[src/rtl/sfifo_wr_packer.sv]
// Width-up packer: gathers OUT_W/IN_W narrow beats into one word and writes it to sfifo.
// Optional feature macro PACK_LAST_EN adds in_last (early word close) and wkeep lane mask.
module sfifo_wr_packer #(
  parameter int unsigned IN_W  = 2,
  parameter int unsigned OUT_W = 8,
  parameter int unsigned CNT_W = 16
) (
  input  logic                     wclk,
  input  logic                     rst_n,
  input  logic                     in_valid,
  output logic                     in_ready,
  input  logic [IN_W-1:0]          in_data,
`ifdef PACK_LAST_EN
  input  logic                     in_last,
  output logic [OUT_W/IN_W-1:0]    wkeep,
`endif
  input  logic                     wfull,
  output logic                     winc,
  output logic [OUT_W-1:0]         wdata,
  output logic [CNT_W-1:0]         wr_words
);

  localparam int unsigned RATIO = OUT_W / IN_W;
  localparam int unsigned BW    = (RATIO > 1) ? $clog2(RATIO) : 1;
  localparam logic [BW-1:0] LAST_BEAT = BW'(RATIO - 1);

  logic [BW-1:0]    cnt;
  logic [OUT_W-1:0] pack;
  logic [OUT_W-1:0] merged;
  logic             pend;
  logic             acc;
  logic             close;
  logic             done;

  // The held word drains whenever sfifo has room; the source stalls only when it cannot.
  assign winc     = pend & ~wfull;
  assign in_ready = ~pend | ~wfull;
  assign acc      = in_valid & in_ready;

`ifdef PACK_LAST_EN
  assign close = (cnt == LAST_BEAT) | in_last;
`else
  assign close = (cnt == LAST_BEAT);
`endif
  assign done = acc & close;

  // Pack register with the current beat dropped into its lane.
  always_comb begin
    merged = pack;
    for (int i = 0; i < int'(RATIO); i++) begin
      if (BW'(i) == cnt) merged[i*IN_W +: IN_W] = in_data;
    end
  end

`ifdef PACK_LAST_EN
  logic [RATIO-1:0] keep_c;

  // Lanes 0..cnt are valid in a word closed at beat cnt.
  always_comb begin
    keep_c = '0;
    for (int i = 0; i < int'(RATIO); i++) begin
      keep_c[i] = (BW'(i) <= cnt);
    end
  end

  always_ff @(posedge wclk or negedge rst_n) begin
    if (!rst_n) begin
      wkeep <= '0;
    end else if (done) begin
      wkeep <= keep_c;
    end
  end
`endif

  // Beat counter, pack register, held word and pending flag.
  always_ff @(posedge wclk or negedge rst_n) begin
    if (!rst_n) begin
      cnt   <= '0;
      pack  <= '0;
      pend  <= 1'b0;
      wdata <= '0;
    end else if (done) begin
      wdata <= merged;
      pack  <= '0;
      cnt   <= '0;
      pend  <= 1'b1;
    end else begin
      if (acc) begin
        pack <= merged;
        cnt  <= cnt + BW'(1);
      end
      if (winc) pend <= 1'b0;
    end
  end

  // Words accepted by sfifo, wrapping.
  always_ff @(posedge wclk or negedge rst_n) begin
    if (!rst_n) begin
      wr_words <= '0;
    end else if (winc) begin
      wr_words <= wr_words + CNT_W'(1);
    end
  end

endmodule

[config.mk]
export PLATFORM = sky130hd
export DESIGN_NAME = sfifo_wr_packer
export DESIGN_NICKNAME = d
export VERILOG_FILES = /design/src/rtl/sfifo_wr_packer.sv
export SDC_FILE = /design/constraint.sdc
export NUM_CORES = 1
export LEC_CHECK = 0
export ABC_CLOCK_PERIOD_IN_PS = 1200
export CORE_ASPECT_RATIO = 1.1
export CORE_MARGIN = 2
export CORE_UTILIZATION = 45
export CTS_BUF_LIST = sky130_fd_sc_hd__clkbuf_8 sky130_fd_sc_hd__clkbuf_16
export DETAILED_ROUTE_END_ITERATION = 8
export GPL_ROUTABILITY_DRIVEN = 0
export HOLD_SLACK_MARGIN = 0.02
export PLACE_DENSITY = 0.75
export SYNTH_ARGS = -nofsm -noshare
export SYNTH_HDL_FRONTEND = slang
export SYNTH_SLANG_ARGS = --single-unit
[constraint.sdc]
create_clock -name wclk -period 1.2 [get_ports wclk]
set_input_delay 0.18 -clock wclk [delete_from_list [all_inputs] [get_ports wclk]]
set_output_delay 0.18 -clock wclk [all_outputs]
set_load 0.01 [all_outputs]
==> out/qor.csv, run 1 <==
stage,metric,value,unit
yosys,synth_edf_count,0,
cells_and_area,fillers,221,
setup_path,required,1410,ps
grt,track_usage,0.211,
cells_and_area,final_layout_size_suffix_gt1_frac,0.397,
place,place_area,0.00203,mm2
die,coreArea,0.00328,mm2
clock_tree,h-tree-depth,2,
clock_tree,clkSinkCount,33,
place,port_buffers,31,
grt,grt_overflow_total,0,
clock_tree,cts_tree,yes,
timing,relSlewSlack,0.815,
setup_path,arrival,1530,ps
yosys,yosysWarnings,0,
cells_and_area,seqCellArea,831,um2
yosys,synthFlopType,dfrtp_1,
clock_tree,ctsRootBufferMaster,clkbuf_8,
routing,top_layer,met4,
setup_path,cp-start-kind,register,
setup_path,critical-path-max-stage-delay,370,ps
setup_path,end_kind,register,
clock_tree,cts_made_buffers,5,
timing,fin_skew,6.70,ps
clock_tree,insertion_delay,290,ps
pwr,power_density,1970,mW/mm2
setup_path,critical_path.top_delay_family,simple AND/OR/NAND/NOR gates,
cells_and_area,fin_nets,219,
die,num_rows,22,
yosys,synth-seq-cells,33,
routing,vias,1300,
routing,dr_wl_met2,2070,um
timing,hold_viol,0,
timing,final.setup.worst_slack,-121,ps
setup_path,cp_slowest_cell,dfrtp_1,
yosys,synth.distinct_cells,27,
setup_path,path_cells,nor2b_4 -> buf_6 -> nand4_4 -> nor3b_2 -> xor2_1,
setup_path,reg2reg_from,pend,
grt,grt_pass1_vias,1269,
routing,wl_met3,172,um
setup_path,crit_type,register to register,
setup_path,startpoint,pend,
yosys,synth_fp_nets,148,
clock_tree,hold_buffers,0,
setup_path,crit_fanout,5,
die,io_pins,32,
cells_and_area,multi_input_area,793,um2
yosys,syn-instance-count,137,
routing,wirelength,3820,um
setup_path,path_depth,5,
die,die_w,59.2,um
pwr,vdd_drop_max,1400,uV
timing,worst_pin_slew,277,ps
grt,grt_max_degree,34,
timing,fin_crit,1320,ps
die,die-area,0.00383,mm2
routing,drc,0,
routing,drt-wirelength-per-cell,15.5,um
timing,drv_slew,0,
setup_path,timing.rr.end,wr_words[12],
grt,grt_pass1_wl,6000,um
yosys,yosysSeqAreaShare,0.548,
timing,fmax,757,MHz
setup_path,crit_buf_inv,1,
routing,antenna_left,0,
cells_and_area,syn_to_final_growth,57.1,%
setup_path,crit_end,wr_words[12],
routing,dr.first_iter.drc_count,62,
worst_hold_path,hold_path_class,primary input to asynchronous set/reset pin,
timing,rsz0062_at_grt,yes,
die,start_util,0.460,
routing,via_per_inst,5.28,
yosys,syn_avg_cell_area,11.0,um2
timing,setup_violations,24,
routing,met1Wirelength,1460,um
yosys,syn_area,0.00151,mm2
setup_path,reg2reg_slack,-120,ps
timing,min_period_over_period,1.10,
flow_run,drv_cap,0,
cells_and_area,fin_area,0.00237,mm2
yosys,synthArstFlopShare,1.00,
clock_tree,cts_buffer_depth,2,
setup_path,r2r_cells,5,
timing,hold_ws,253,ps
grt,antenna_found_initial,1,
clock_tree,clk_pin_slew,70,ps
run_status,violations,negative setup slack,
die,die_h,64.7,um
pwr,leakage,1.16,nW
place,dp_hpwl,2410,um
run_status,status,"finished, violations left",
routing,firstDrtPassIters,4,
==> state kept, by name, indices dropped and copies added (netlist names) <==
name / flops
wr_words: 16
wdata: 8
pack: 6
cnt: 2
pend: 1
==> how the worst min path moves through the flow <==
stage,to,cells past startpoint,startpoint
after global routing,wr_words[5],2,rst_n
after detailed placement,pack[1],2,pack[1]
final,wr_words[5],2,rst_n
after CTS,wr_words[5],2,rst_n
after global placement,pack[3],2,pack[3]
after floorplan,cnt[0],0,rst_n
==> final cells by class <==
| class | instances | area share |
|---|---|---|
| flip-flops and latches | 33 | 0.351 |
| multi-input cells | 99 | 0.335 |
| repair buffers | 66 | 0.251 |
| clock buffers | 6 | 0.0349 |
| well taps | 36 | 0.0190 |
| inverters | 3 | 0.00476 |
| clock inverters | 2 | 0.00317 |
| diodes | 1 | 0.00106 |
==> cell usage in the layout (no fill, tap or decap), drive strengths merged <==
cell type / count
dfrtp: 33
clkdlybuf4s15: 6
clkdlybuf4s50: 4
nor3b: 1
nand2: 23
nor3: 1
inv: 5
and4: 1
nand3: 2
buf: 38
or3: 1
mux2: 3
nor2b: 7
clkbuf: 6
diode: 1
xor2: 6
nor2: 4
and2: 1
nand4: 5
a31oi: 6
o21ai: 14
dlygate4sd2: 18
a21boi: 1
a21oi: 6
ha: 5
and3: 3
xnor2: 9
==> report_power, final <==
group / switching (mW) / internal (mW) / total (mW)
Combinational: 1.02 / 1.07 / 2.09
Sequential: 0.262 / 1.47 / 1.73
Clock: 0.394 / 0.450 / 0.844
Total: 1.68 / 2.98 / 4.66
==> metal layers <==
layer  global-route usage  vias up
met5                    0        -
met4               0.0852        0
met3               0.0659       14
met2                0.342       43
met1                0.258      630
li1                     -      613
==> metrics by stage <==
| step | total power [mW] | util | setup TNS [ps] | instances | setup WS [ps] |
|---|---|---|---|---|---|
| finish | 4.66 | 0.723 | -1270 | 246 | -121 |
| global route | 4.98 | 0.723 | -3040 | 246 | -179 |
| CTS | 4.27 | 0.668 | -387 | 238 | -97.1 |
| detailed placement | 3.44 | 0.620 | -9570 | 221 | -393 |
| global placement | 3.33 | 0.620 | -8290 | 221 | -339 |
| floorplan | 2.62 | - | -246 | 137 | -38.1 |
==> worst reg2reg max path: cells and delay by family (launching register included) <==
family,cells,cell delay (ps)
flip-flops,1,370
AND/OR/NAND/NOR,3,590
XOR/XNOR,1,160
buffers and inverters,1,120
==> synthesized netlist by cell type, types with 2 or more instances <==
cell     count  area (um2)
mux2_2       3        33.8
o21ai_0     11        55.1
dfrtp_1     33         826
and3_1       3        18.8
o21ai_1      3        15.0
nand3_1      2        10.0
nor2_1       4        15.0
nor2b_1      6        37.5
a21oi_1      6        30.0
xnor2_1      9        78.8
nand2_1     22        82.6
inv_1        3        11.3
a31oi_1      6        37.5
ha_1         5        62.6
nand4_1      4        25.0
xor2_1       6        52.6
==> what timing repair did <==
action,4_1_cts,5_1_grt
pin swaps,8,13
cloned,0,1
setup buffers,10,7
hold endpoints to repair,0,0
resized for setup,50,44
setup endpoints to repair,49,37
==> logic make-up (layout without fill, tap and decap cells) <==
| logic type | after synthesis | after routing | share of synthesized area |
|---|---|---|---|
| and+or+nand+nor | 49 | 49 | 0.184 |
| xor gates and xnor gates | 15 | 15 | 0.0872 |
| muxes | 3 | 3 | 0.0224 |
| adders and majority gates | 5 | 5 | 0.0415 |
| AOI/OAI and AO/OA | 27 | 27 | 0.0988 |
| buffers and inverters | 5 | 77 | 0.0183 |
| DFF | 33 | 33 | 0.548 |
| other | 0 | 1 | 0 |
Power figures use the tool's default switching activity.
==> run 2: changes to the inputs <==
--- a/config.mk
+++ b/config.mk
@@ -11,9 +11,11 @@
 export CORE_UTILIZATION = 45
 export CTS_BUF_LIST = sky130_fd_sc_hd__clkbuf_8 sky130_fd_sc_hd__clkbuf_16
 export DETAILED_ROUTE_END_ITERATION = 8
-export GPL_ROUTABILITY_DRIVEN = 0
+export GPL_ROUTABILITY_DRIVEN = 1
 export HOLD_SLACK_MARGIN = 0.02
 export PLACE_DENSITY = 0.75
+export SKIP_CTS_REPAIR_TIMING = 1
+export SKIP_LAST_GASP = 1
 export SYNTH_ARGS = -nofsm -noshare
 export SYNTH_HDL_FRONTEND = slang
 export SYNTH_SLANG_ARGS = --single-unit
==> out/qor.csv, run 2 (synthesis results as in run 1) <==
stage,metric,value,unit
timing,hold_ws,253,ps
routing,vias,1244,
cells_and_area,fin_nets,212,
clock_tree,clk_pin_slew,70,ps
pwr,p_sw,1.59,mW
timing,fin_skew,7.71,ps
pwr,leakage,1.44,nW
pwr,power_density,1910,mW/mm2
setup_path,end_kind,register,
timing,worst_pin_slew,280,ps
grt,grt_pass1_vias,1185,
timing,relSlewSlack,0.813,
setup_path,critical_path.top_delay_family,simple AND/OR/NAND/NOR gates,
setup_path,required,1370,ps
timing,fin_crit,1340,ps
timing,drv_slew,0,
cells_and_area,syn_to_final_growth,58.3,%
timing,hold_viol,0,
timing,min_period_over_period,1.11,
pwr,switching_share,0.350,
place,place_ws,-393,ps
cells_and_area,n_antenna_cell,0,
setup_path,arrival,1500,ps
die,num_rows,22,
routing,dr.first_iter.drc_count,78,
routing,drt-wirelength-per-cell,15.5,um
pwr,vdd_drop_max,1310,uV
clock_tree,h-tree-depth,2,
routing,met1Wirelength,1400,um
cells_and_area,largest_reg_flops,16,
setup_path,path_cells,buf_4 -> and3_4 -> and3_4 -> nor3b_2 -> xor2_1,
setup_path,cp_slowest_cell,dfrtp_1,
timing,final.setup.worst_slack,-137,ps
run_status,violations,negative setup slack,
routing,antenna_left,0,
run_status,status,"finished, violations left",
grt,grt_pass1_wl,5520,um
die,io_pins,32,
die,die_w,59.2,um
setup_path,startpoint,wr_words[8],
routing,firstDrtPassIters,4,
timing,fmax,748,MHz
setup_path,crit_type,register to register,
clock_tree,ctsRootBufferMaster,clkbuf_8,
routing,wl_met3,192,um
setup_path,critical-path-max-stage-delay,400,ps
setup_path,crit_buf_inv,1,
routing,top_layer,met4,
setup_path,reg2reg_from,wr_words[8],
pwr,seqPwrFrac,0.388,
die,die-area,0.00383,mm2
pwr,p_comb_frac,0.427,
cells_and_area,regMostFlops,wr_words,
worst_hold_path,hold_path_class,primary input to asynchronous set/reset pin,
grt,grt_max_degree,34,
routing,drc,0,
clock_tree,clkSinkCount,33,
clock_tree,cts_buffer_depth,2,
place,place_congestion,0.769,
grt,grt_overflow_total,0,
pwr,internal_power,2.96,mW
die,coreArea,0.00328,mm2
routing,wirelength,3700,um
routing,dr_wl_met2,2040,um
setup_path,cp-start-kind,register,
timing,rsz0062_at_grt,yes,
clock_tree,insertion_delay,290,ps
setup_path,crit_fanout,3,
setup_path,crit_top_cell,and3_4,
grt,antenna_found_initial,0,
clock_tree,cts_tree,yes,
cells_and_area,fin_area,0.00238,mm2
cells_and_area,fillers,218,
routing,via_per_inst,5.23,
die,start_util,0.460,
flow_run,drv_cap,0,
timing,setup-tns-final,-594,ps
pwr,power,4.55,mW
cells_and_area,final_cell_mix,"dlymetal6s2s_1 (26), dfrtp_1 (26), buf_4 (24)",
place,port_buffers,31,
pwr,clkPwrFrac,0.185,
clock_tree,cts_made_buffers,5,
place,place_area,0.00203,mm2
cells_and_area,reg_top3,"wr_words x16, wdata x8, pack x6",
cells_and_area,final_layout_size_suffix_gt1_frac,0.366,
grt,track_usage,0.194,
timing,setup_violations,11,
place,dp_hpwl,2410,um
die,die_h,64.7,um
run 2: path summary, 6_finish.rpt:
| kind | slack, ps | cells past startpoint | to |
|---|---|---|---|
| worst max-delay path | -140 | 5 | wr_words[12] |
| worst min-delay path | 250 | 2 | wr_words[9] |
| min in group wclk | 350 | 4 | pend |
| worst max register to register | -140 | 5 | wr_words[12] |
| max in group asynchronous | 750 | 2 | wr_words[1] |
| worst min register to register | 470 | 1 | wr_words[15] |
run 2: routing by layer:
layer / vias up / global-route usage
met5: - / 0
met4: 0 / 0.0682
met3: 8 / 0.0619
met2: 39 / 0.306
met1: 602 / 0.248
li1: 595 / -
run 2: stage by stage:
stage           util  std cells
6_report       0.728        238
5_1_grt        0.728        238
2_1_floorplan      -        137
3_3_place_gp   0.620        221
4_1_cts        0.647        229
3_5_place_dp   0.620        221
run 2: power by group through the flow:
stage	combinational, mW	sequential (mW)	clock, mW
finish	1.94	1.77	0.844
global placement	1.63	1.70	0
CTS	1.72	1.71	0.857
detailed placement	1.71	1.73	0
global route	2.14	1.82	0.903
floorplan	0.832	1.79	0
run 2: worst reg2reg max path: cells and delay by family, from the launching register on:
kind	cells	cell delay (ps)
buffers and inverters	1	140
flip-flops	1	400
AND/OR/NAND/NOR	3	510
XOR/XNOR	1	160
run 2: layout make-up:
class,count,area [um2],share of cell area
Sequential cell,33,835,0.350
Multi-Input combinational cell,99,797,0.334
Timing Repair Buffer,59,604,0.253
Clock buffer,6,82.6,0.0346
Tap cell,36,45.0,0.0189
Inverter,3,13.8,0.00577
Clock inverter,2,7.51,0.00315
